--- config.mk ---
export PLATFORM = sky130hd
export DESIGN_NAME = rx_backend
export DESIGN_NICKNAME = d
export VERILOG_FILES = /design/src/rtl/uart_pkg.sv /design/src/rtl/sync_fifo.sv /design/src/rtl/rx_backend.sv
export SDC_FILE = /design/constraint.sdc
export NUM_CORES = 1
export LEC_CHECK = 0
export CAP_MARGIN = 20
export CORE_MARGIN = 2
export CORE_UTILIZATION = 57
export CTS_CLUSTER_DIAMETER = 150
export CTS_CLUSTER_SIZE = 10
export DETAILED_ROUTE_END_ITERATION = 8
export PLACE_DENSITY = 0.79
export SLEW_MARGIN = 30
export SYNTH_ARGS = -nofsm -noshare
export SYNTH_HDL_FRONTEND = slang
export SYNTH_SLANG_ARGS = --single-unit
--- constraint.sdc ---
create_clock -name clk_i -period 3 [get_ports clk_i]
set_clock_uncertainty 0.1 [all_clocks]
set_input_delay 0.6 -clock clk_i [delete_from_list [all_inputs] [get_ports clk_i]]
set_output_delay 0.6 -clock clk_i [all_outputs]
set_load 0.02 [all_outputs]
--- src/rtl/uart_pkg.sv ---
// Shared UART definitions: parity/data-size encodings and the receive FIFO entry.
package uart_pkg;

  localparam logic [1:0] PARITY_NONE = 2'b00;
  localparam logic [1:0] PARITY_EVEN = 2'b01;
  localparam logic [1:0] PARITY_ODD  = 2'b10;

  localparam logic DS_8 = 1'b0;
  localparam logic DS_7 = 1'b1;

  typedef struct packed {
    logic       fe;
    logic       pe;
    logic [7:0] data;
  } rx_entry_t;

endpackage

--- src/rtl/sync_fifo.sv ---
// Generic single-clock FIFO with head read straight from storage (no read latency).
module sync_fifo #(
  parameter  int WIDTH = 10,
  parameter  int DEPTH = 8,
  localparam int AW    = $clog2(DEPTH)
) (
  input  logic             clk_i,
  input  logic             rst_ni,
  input  logic             push_i,
  input  logic [WIDTH-1:0] wdata_i,
  input  logic             pop_i,
  output logic [WIDTH-1:0] rdata_o,
  output logic             full_o,
  output logic             empty_o,
  output logic [AW:0]      count_o
);

  logic [WIDTH-1:0] mem [DEPTH];
  logic [AW-1:0]    wr_ptr_reg;
  logic [AW-1:0]    rd_ptr_reg;
  logic [AW:0]      count_reg;
  logic             do_push;
  logic             do_pop;

  assign empty_o = (count_reg == '0);
  assign full_o  = (count_reg == (AW+1)'(DEPTH));
  assign do_pop  = pop_i && !empty_o;
  // A pop in the same cycle frees the slot, so a push into a full FIFO still lands.
  assign do_push = push_i && (!full_o || do_pop);

  always_ff @(posedge clk_i) begin
    if (do_push) mem[wr_ptr_reg] <= wdata_i;
  end

  always_ff @(posedge clk_i or negedge rst_ni) begin
    if (!rst_ni) begin
      wr_ptr_reg <= '0;
      rd_ptr_reg <= '0;
      count_reg  <= '0;
    end else begin
      if (do_push) wr_ptr_reg <= wr_ptr_reg + 1'b1;
      if (do_pop)  rd_ptr_reg <= rd_ptr_reg + 1'b1;
      case ({do_push, do_pop})
        2'b10:   count_reg <= count_reg + 1'b1;
        2'b01:   count_reg <= count_reg - 1'b1;
        default: count_reg <= count_reg;
      endcase
    end
  end

  assign rdata_o = empty_o ? '0 : mem[rd_ptr_reg];
  assign count_o = count_reg;

endmodule

--- src/rtl/rx_backend.sv ---
// UART receive back end: decodes frames per control register, queues them with
// parity/framing flags and keeps a sticky overrun flag.
module rx_backend
  import uart_pkg::*;
#(
  parameter int DEPTH = 8
) (
  input  logic                     clk_i,
  input  logic                     rst_ni,
  input  logic                     cr_ds_i,
  input  logic [1:0]               cr_p_i,
  input  logic                     cr_s_i,
  input  logic [10:0]              frame_i,
  input  logic                     frame_valid_i,
  input  logic                     rd_i,
  input  logic                     clr_ovr_i,
  output logic [7:0]               rd_data_o,
  output logic                     rd_pe_o,
  output logic                     rd_fe_o,
  output logic                     rd_valid_o,
  output logic [$clog2(DEPTH):0]   count_o,
  output logic                     ovr_o
);

  rx_entry_t  dec_entry;
  rx_entry_t  head_entry;
  logic       par_en;
  logic       par_bit;
  logic [3:0] stop_idx;
  logic       fifo_full;
  logic       fifo_empty;
  logic       ovr_reg;

  always_comb begin
    dec_entry      = '0;
    par_en         = (cr_p_i == PARITY_EVEN) || (cr_p_i == PARITY_ODD);
    par_bit        = (cr_ds_i == DS_7) ? frame_i[7] : frame_i[8];
    dec_entry.data = (cr_ds_i == DS_7) ? {1'b0, frame_i[6:0]} : frame_i[7:0];
    // First stop bit sits right after the data bits, shifted by one when parity is present.
    stop_idx       = ((cr_ds_i == DS_7) ? 4'd7 : 4'd8) + {3'b000, par_en};
    dec_entry.fe   = !frame_i[stop_idx] || (cr_s_i && !frame_i[stop_idx + 4'd1]);
    if (cr_p_i == PARITY_EVEN)
      dec_entry.pe = ^{dec_entry.data, par_bit};
    else if (cr_p_i == PARITY_ODD)
      dec_entry.pe = !(^{dec_entry.data, par_bit});
  end

  sync_fifo #(
    .WIDTH ($bits(rx_entry_t)),
    .DEPTH (DEPTH)
  ) u_fifo (
    .clk_i   (clk_i),
    .rst_ni  (rst_ni),
    .push_i  (frame_valid_i),
    .wdata_i (dec_entry),
    .pop_i   (rd_i),
    .rdata_o (head_entry),
    .full_o  (fifo_full),
    .empty_o (fifo_empty),
    .count_o (count_o)
  );

  // A frame is lost only when full with no pop freeing a slot; setting beats clearing.
  always_ff @(posedge clk_i or negedge rst_ni) begin
    if (!rst_ni)                                   ovr_reg <= 1'b0;
    else if (frame_valid_i && fifo_full && !rd_i)  ovr_reg <= 1'b1;
    else if (clr_ovr_i)                            ovr_reg <= 1'b0;
  end

  assign rd_data_o  = head_entry.data;
  assign rd_pe_o    = head_entry.pe;
  assign rd_fe_o    = head_entry.fe;
  assign rd_valid_o = !fifo_empty;
  assign ovr_o      = ovr_reg;

endmodule

==> results.cfg, run 1 <==
[run_status]
status = finished, final reports clean

[die]
die-area_um2 = 7603
initial_utilization_pct = 58.39
fp.dieW_um = 87.20
core_area_um2 = 6756
io_pins = 36
rows = 30
die_h_um = 87.20

[final_layout]
final_cell_mix = 80 x edfxtp_1, 31 x clkdlybuf4s50_1, 22 x buf_4, 20 x mux4_2, 19 x nor2_1
area_growth_pct = 20.46
largest_reg_flops = 80
antennaDiodeCount = 0
multiInputGateArea_um2 = 1197
nets = 319
seq_area_um2 = 2678
fin_cells = 374
postLayoutCellArea_um2 = 4752
drive_gt1_share_pct = 22.45
fill_cells = 456
top_register = u_fifo.mem
final_common_cell = edfxtp_1

[timing]
setup_viol = 0
worst_pin_slew_ps = 557.3
slew_headroom_pct = 62.85
finalHoldViolations = 0
min_period_ps = 2885
clock.fmax_ghz = 0.3466
worst_slack_ps = 114.8
drv_slew = 0
grt_setup_unrepaired = false
fin_crit_sh_pct = 96.17

[hold_path]
holdCritPathClass = flip-flop to flip-flop

[setup_path]
crit_path_start_kind = flip-flop
critPathCaptureType = output port
crit_required_ps = 2300
worstPathArrival_ps = 2190
crit_fanout = 22
path_class = flip-flop to output port

[cts]
cts-root-buf = clkbuf_8
clkSlewWorstSetupHoldPaths_ps = 80
clock_latency_ps = 340
cts_tree = yes
cts_hold_buf = 0
cts_sinks = 91
htreeDepth = 3
numCtsBuffers = 9
clk_path_buf_depth = 2

[global_route]
track_usage_pct = 20.47
grt_pass1_vias = 2095
antenna_found_initial = 0
grt_pass1_wl_um = 10990
grt_start_max_net_pins = 23
globalRouteOverflowTotal = 0

[synth]
synth_largest_area_cell = edfxtp_1
synth.distinct_cells = 37
synth_ff_type = edfxtp_1
syn-num-nets = 255
ys_warn_count = 0
synth_seq_area_share_pct = 67.87
synth_seq_cells = 91
syn_avg_cell_area_um2 = 17.53
synth_area_um2 = 3945
synth_cells = 225
postSynth.asyncResetShare_pct = 12.09
synth_area_leaders = edfxtp_1 61%, mux4_2 11%, dfrtp_1 7.0%, ha_1 3.2%, mux2i_1 2.8%
synth_top_area_share_pct = 60.89
synth_edf_count = 80

[place]
placed_cells = 355
place_congestion = 0.7399
io_buffers = 35
dpl_cell_area_um2 = 4553
post-dp-hpwl_um = 4869
dpl_worst_slack_ps = -6.016

[route]
dr.pass1.iters = 4
routed_wl_um = 7042
ant_nets = 0
route.detailed.drc = 0
wl_per_cell_um = 18.83
vias = 2122
first_iter_violations = 137
routed_via_density = 5.674

[power_and_ir_drop]
vdd_drop_max_uv = 355.5
powerDensity_nw_per_um2 = 883.0
total_power_w = 0.004196
total_leakage_power_nw = 1.754

[run]
cap_violations = 0
[worst max-delay path: stages, from the launching register on]
cell and delay, ps:
dfrtp_1 370, buf_12 220, mux4_2 520, mux2i_1 140
nor2_1 50, clkdlybuf4s50_1 530
[synthesized netlist by cell type, types with 2 or more instances]
cell type,n
edfxtp_1,80
mux4_2,20
nor2_1,19
dfrtp_1,11
mux2i_1,11
ha_1,10
inv_1,10
xnor2_1,7
xor2_1,7
nor2b_1,5
clkbuf_1,4
nand2b_1,4
nor3_1,4
a21oi_1,3
nand2_1,3
buf_2,2
inv_2,2
mux2_1,2
nand3_1,2
o21ai_0,2
[cell families after synthesis]
| group | after synthesis | synth area share, % |
|---|---|---|
| AO/OA/AOI/OAI | 12 | 2.157 |
| XOR/XNOR | 15 | 3.679 |
| adder cells (fa/ha/maj) | 10 | 3.172 |
| buffers and inverters | 18 | 1.776 |
| flip-flops | 91 | 67.87 |
| multiplexers | 35 | 15.45 |
| AND/OR/NAND/NOR | 44 | 5.899 |
[power by group]
| group | switching [W] | total (W) | internal [W] |
|---|---|---|---|
| registers | 0.000150 | 0.00176 | 0.00161 |
| clock network | 0.000399 | 0.000705 | 0.000306 |
| logic | 0.000837 | 0.00174 | 0.000898 |
[through the flow]
stage	setup TNS, ps	hold slack, ps	util, %
3_3_place_gp	0	394.5	67.39
3_5_place_dp	-47.74	424.2	67.39
4_1_cts	0	435.9	69.89
5_1_grt	0	457.4	70.33
6_report	0	430.1	70.33
2_1_floorplan	0	204.4	-
[per-layer routing]
metal,vias to the layer above,routed length [um],track usage [%]
li1,993,-,-
met1,1054,3075,28.27
met2,62,3469,32.62
met3,13,360,3.128
met4,0,137,9.371
met5,-,0,0
[final cells by class]
class                      instances  share of cell area [%]
timing repair buffer              59                   11.82
clock inverter                     5                  0.8162
multi-input combinational        116                   25.20
sequential                        91                   56.35
tap                               80                   2.106
clock buffer                      11                   2.765
inverter                          12                  0.9479
[worst paths after layout]
check                      depth (start not counted)                        startpoint  slack [ps]                          endpoint
min in group asynchronous                          1                            rst_ni         490  u_fifo.wr_ptr_reg[1]$_DFFE_PN0P_
max reg2reg                                       13     u_fifo.count_o[2]$_DFFE_PN0P_         320     u_fifo.count_o[2]$_DFFE_PN0P_
min reg2reg                                        2                 ovr_o$_DFFE_PN0P_         430                 ovr_o$_DFFE_PN0P_
max in group asynchronous                          1                            rst_ni        1970  u_fifo.rd_ptr_reg[0]$_DFFE_PN0P_
min                                                2                 ovr_o$_DFFE_PN0P_         430                 ovr_o$_DFFE_PN0P_
max                                                5  u_fifo.rd_ptr_reg[0]$_DFFE_PN0P_         110                      rd_data_o[1]
[repair_timing]
action	4_1_cts	5_1_grt
setup endpoints to repair	1	9
resized for setup	1	3
buffers inserted	0	3
pin swaps	0	1
Note: power is estimated with default switching activity, not from simulation.
==> inputs of run 2 (changes only) <==
==> constraint.sdc (replaced) <==
create_clock -name clk_i -period 3 [get_ports clk_i]
set_clock_uncertainty 0.1 [all_clocks]
set_input_delay 0.3 -clock clk_i [delete_from_list [all_inputs] [get_ports clk_i]]
set_output_delay 0.3 -clock clk_i [all_outputs]
set_load 0.02 [all_outputs]
==> run 2 against run 1 <==
Global-route usage is 0.40 points higher. Critical path depth stayed put. Sequential share of layout area is 1.0 points higher. Via count is 1.6% lower. Sequential power hardly changed. Register-to-register slack better by 170 ps. Critical endpoint is now rd_fe_o. Maximum frequency is 6.5% higher. Routed wire length is 0.81% lower.
==> results.cfg, run 2 (same netlist as run 1, synthesis figures left out) <==
[run_status]
status = finished, final reports clean

[timing]
clock.fmax_ghz = 0.3692
finalHoldViolations = 0
slew_headroom_pct = 54.73
setup_viol = 0
min_period_ps = 2709
worst_pin_slew_ps = 679.1
drv_slew = 0
fin_crit_sh_pct = 90.29
fin_tns_setup_ps = 0
grt_setup_unrepaired = false

[setup_path]
reg2reg_to = u_fifo.count_o[2]$_DFFE_PN0P_
r2r_cells = 12
worstPathArrival_ps = 2310
r2r_slack_ps = 490
path_class = flip-flop to output port
crit_path_start_kind = flip-flop
crit_required_ps = 2600
critPathCaptureType = output port
r2r_start = u_fifo.count_o[2]$_DFFE_PN0P_
crit_fanout = 22

[global_route]
grt_pass1_wl_um = 11230
grt_pass1_vias = 2069
antenna_found_initial = 0
track_usage_pct = 20.87
globalRouteOverflowTotal = 0
grt_start_max_net_pins = 23

[route]
vias = 2087
route.detailed.drc = 0
ant_nets = 0
routed_wl_um = 6985
dr.pass1.iters = 5
first_iter_violations = 188
routed_via_density = 5.765
wl_per_cell_um = 19.30

[final_layout]
largest_reg_flops = 80
seq_area_um2 = 2678
final_cell_mix = 80 x edfxtp_1, 35 x clkdlybuf4s50_1, 20 x mux4_2, 19 x nor2_1
drive_gt1_share_pct = 19.50
area_growth_pct = 18.27
fin_cells = 362
antennaDiodeCount = 0
final_common_cell = edfxtp_1
fill_cells = 427
top_register = u_fifo.mem
multiInputGateArea_um2 = 1197
nets = 307

[place]
placed_cells = 346
place_congestion = 0.7119
post-dp-hpwl_um = 4519
io_buffers = 35

[cts]
clock_latency_ps = 350
clk_path_buf_depth = 2
numCtsBuffers = 9
cts_sinks = 91
cts_hold_buf = 0
post_cts.repair.setup_buffers = 0
cts-root-buf = clkbuf_8
cts_resized = 0
cts_tree = yes
clkSlewWorstSetupHoldPaths_ps = 80
htreeDepth = 3

[power_and_ir_drop]
vdd_drop_max_uv = 439.2
total_leakage_power_nw = 1.672
powerDensity_nw_per_um2 = 907.3

[die]
io_pins = 36
rows = 30
die-area_um2 = 7603
core_area_um2 = 6756
fp.dieW_um = 87.20
die_h_um = 87.20
initial_utilization_pct = 58.39

[hold_path]
holdCritPathClass = input port to asynchronous set/reset pin

[run]
cap_violations = 0
run 2: final cells by class:
cell class | instances | area share (%)
Clock buffer | 9 | 2.655
Clock inverter | 7 | 1.475
Inverter | 12 | 0.9654
Multi-Input combinational cell | 116 | 25.66
Sequential cell | 91 | 57.39
Tap cell | 80 | 2.145
Timing Repair Buffer | 47 | 9.708
run 2: routing by layer:
metal	wire, um	track usage, %
met5	0	0
met2	3468	32.48
met3	484	3.033
met4	87	9.371
met1	2945	29.77
run 2: how the worst max path moves through the flow:
stage / endpoint / depth (start not counted) / slack, ps / start
after floorplan: u_fifo.count_o[2]$_DFFE_PN0P_ / 12 / 490 / u_fifo.count_o[2]$_DFFE_PN0P_
after global placement: u_fifo.mem[0][9]$_DFFE_PP_ / 8 / 330 / cr_p_i[0]
after detailed placement: u_fifo.mem[1][9]$_DFFE_PP_ / 8 / 210 / cr_p_i[0]
after CTS: rd_fe_o / 5 / 270 / u_fifo.rd_ptr_reg[0]$_DFFE_PN0P_
after global routing: rd_fe_o / 5 / 210 / u_fifo.rd_ptr_reg[0]$_DFFE_PN0P_
final: rd_fe_o / 5 / 290 / u_fifo.rd_ptr_reg[0]$_DFFE_PN0P_
run 2: stage by stage:
stage	instance area, um^2	total power, W	util (%)	worst slack [ps]	hold slack, ps
2_1_floorplan	3945	0.002849	-	492.3	-95.59
5_1_grt	4666	0.004467	69.06	208.1	229.0
4_1_cts	4666	0.004274	69.06	267.2	190.9
3_5_place_dp	4473	0.003494	66.20	213.3	401.6
6_report	4666	0.004233	69.06	291.3	173.5
3_3_place_gp	4473	0.003459	66.20	329.7	396.6
run 2: power breakdown:
part / internal (W) / switching (W) / leakage (nW)
Sequential: 0.00161 / 0.000154 / 0.859
Clock: 0.000382 / 0.000410 / 0.0966
Combinational: 0.000864 / 0.000819 / 0.717
Total: 0.00285 / 0.00138 / 1.67
run 2: worst max-delay path, stage by stage (launching register included):
cell and delay, ps:
dfrtp_1 370, buf_12 210, mux4_2 520, mux2i_1 230
nor2_1 70, clkdlybuf4s50_1 530
==> inputs of run 3 (changes only) <==
--- a/config.mk
+++ b/config.mk
@@ -6,12 +6,14 @@
 export NUM_CORES = 1
 export LEC_CHECK = 0
 export CAP_MARGIN = 20
+export CELL_PAD_IN_SITES_DETAIL_PLACEMENT = 1
+export CELL_PAD_IN_SITES_GLOBAL_PLACEMENT = 2
 export CORE_MARGIN = 2
-export CORE_UTILIZATION = 57
+export CORE_UTILIZATION = 43
 export CTS_CLUSTER_DIAMETER = 150
 export CTS_CLUSTER_SIZE = 10
 export DETAILED_ROUTE_END_ITERATION = 8
-export PLACE_DENSITY = 0.79
+export PLACE_DENSITY_LB_ADDON = 0.1
 export SLEW_MARGIN = 30
 export SYNTH_ARGS = -nofsm -noshare
 export SYNTH_HDL_FRONTEND = slang
==> run 3 against run 2 <==
Sequential share of layout area decreased by 0.70 points. Maximum frequency up 0.21%. Final area grew 1.2%.
==> results.cfg, run 3 (same netlist as run 1, synthesis figures left out) <==
[final_layout]
top_register = u_fifo.mem
final_cell_mix = 80 x edfxtp_1, 35 x clkdlybuf4s50_1, 20 x mux4_2, 19 x nor2_1, 13 x buf_4
final_common_cell = edfxtp_1
largest_reg_flops = 80
fin_cells = 392
area_growth_pct = 19.73
drive_gt1_share_pct = 20.07
antennaDiodeCount = 0
nets = 309
utilization_pct = 53.64

[timing]
fin_crit_sh_pct = 90.10
grt_setup_unrepaired = false
worst_slack_ps = 297.0
finalHoldViolations = 0
worst_pin_slew_ps = 537.2
clock.fmax_ghz = 0.3700
fin_tns_setup_ps = 0
min_period_ps = 2703
setup_viol = 0
slew_headroom_pct = 64.11
drv_slew = 0

[place]
post-dp-hpwl_um = 5291
place_congestion = 0.7897
io_buffers = 35
placed_cells = 376
dpl_worst_slack_ps = 219.3

[power_and_ir_drop]
powerDensity_nw_per_um2 = 914.7
total_leakage_power_nw = 1.683
vdd_drop_max_uv = 454.4

[setup_path]
crit_end = rd_data_o[7]
worstPathArrival_ps = 2300
cp-startpoint = u_fifo.rd_ptr_reg[0]$_DFFE_PN0P_
r2r_start = u_fifo.count_o[2]$_DFFE_PN0P_
reg2reg_to = u_fifo.count_o[2]$_DFFE_PN0P_
crit_path_start_kind = flip-flop
crit_fanout = 22
path_class = flip-flop to output port
crit_required_ps = 2600
r2r_cells = 9
r2r_slack_ps = 460
critPathCaptureType = output port

[die]
core_area_um2 = 8806
initial_utilization_pct = 44.80
rows = 34
fp.dieW_um = 99.79
io_pins = 36
die_h_um = 99.79
die-area_um2 = 9957

[run_status]
status = finished, final reports clean

[cts]
cts-root-buf = clkbuf_8
post_cts.repair.setup_buffers = 0
htreeDepth = 3
clock_latency_ps = 350
numCtsBuffers = 9
cts_tree = yes
clk_path_buf_depth = 2
cts_resized = 0
cts_sinks = 91
clkSlewWorstSetupHoldPaths_ps = 90
cts_hold_buf = 0

[route]
route.detailed.drc = 0
wl_per_cell_um = 19.97
routed_wl_um = 7828
routed_via_density = 5.337
vias = 2092
dr.pass1.iters = 4
ant_nets = 0
first_iter_violations = 107

[hold_path]
holdCritPathClass = input port to asynchronous set/reset pin

[global_route]
grt_pass1_wl_um = 12310
antenna_found_initial = 0
grt_start_max_net_pins = 23
track_usage_pct = 16.98
globalRouteOverflowTotal = 0
grt_pass1_vias = 2237

[run]
cap_violations = 0
[run 3: changes by cell type in the layout (fill, tap and decap cells not counted), sizes merged]
| cell | before | now |
|---|---|---|
| clkinv | 5 | 3 |
| inv | 12 | 14 |
| buf | 12 | 14 |
[run 3: worst min path at each step]
stage / startpoint / end / slack (ps) / cells after the start
floorplan: rst_ni / ovr_o$_DFFE_PN0P_ / -100 / 0
global placement: u_fifo.wr_ptr_reg[0]$_DFFE_PN0P_ / u_fifo.wr_ptr_reg[0]$_DFFE_PN0P_ / 400 / 2
detailed placement: u_fifo.wr_ptr_reg[0]$_DFFE_PN0P_ / u_fifo.wr_ptr_reg[0]$_DFFE_PN0P_ / 420 / 2
CTS: rst_ni / u_fifo.count_o[0]$_DFFE_PN0P_ / 210 / 1
global route: rst_ni / u_fifo.count_o[0]$_DFFE_PN0P_ / 220 / 1
finish: rst_ni / u_fifo.count_o[0]$_DFFE_PN0P_ / 190 / 1
[run 3: stage by stage]
| stage | hold slack [ps] | power, W | instance area [um^2] |
|---|---|---|---|
| 4_1_cts | 206.7 | 0.004378 | 4723 |
| 6_report | 188.1 | 0.004320 | 4723 |
| 2_1_floorplan | -95.59 | 0.002849 | 3945 |
| 5_1_grt | 218.8 | 0.004553 | 4723 |
| 3_3_place_gp | 403.3 | 0.003519 | 4523 |
| 3_5_place_dp | 417.6 | 0.003552 | 4523 |
[run 3: per-layer routing]
layer | up-vias | global-route usage, % | share of wire (%)
met4 | 0 | 5.374 | 0.91
li1 | 964 | - | -
met1 | 1077 | 24.63 | 49
met2 | 44 | 26.35 | 47
met5 | - | 0 | 0
met3 | 7 | 3.203 | 3.8
[run 3: worst max-delay path, cell delays in order (launching register included)]
cell and delay, ps:
dfrtp_1 380, buf_12 220, mux4_2 510, mux2i_1 200, nor2_1 90, clkdlybuf4s50_1 540
[run 3: cell type report]
cell class                 count  area (um^2)
tap                          108        135.1
fill                         842         4083
sequential                    91         2678
multi-input combinational    116         1197
clock buffer                   9        123.9
clock inverter                 7        76.32
timing repair buffer          49        467.9
inverter                      12        45.04
[run 3: report_power, final]
part	leakage [nW]	switching (W)	total [W]	internal [W]
Combinational	0.726	0.000864	0.00174	0.000881
Sequential	0.859	0.000136	0.00174	0.00161
Clock	0.0979	0.000442	0.000833	0.000391
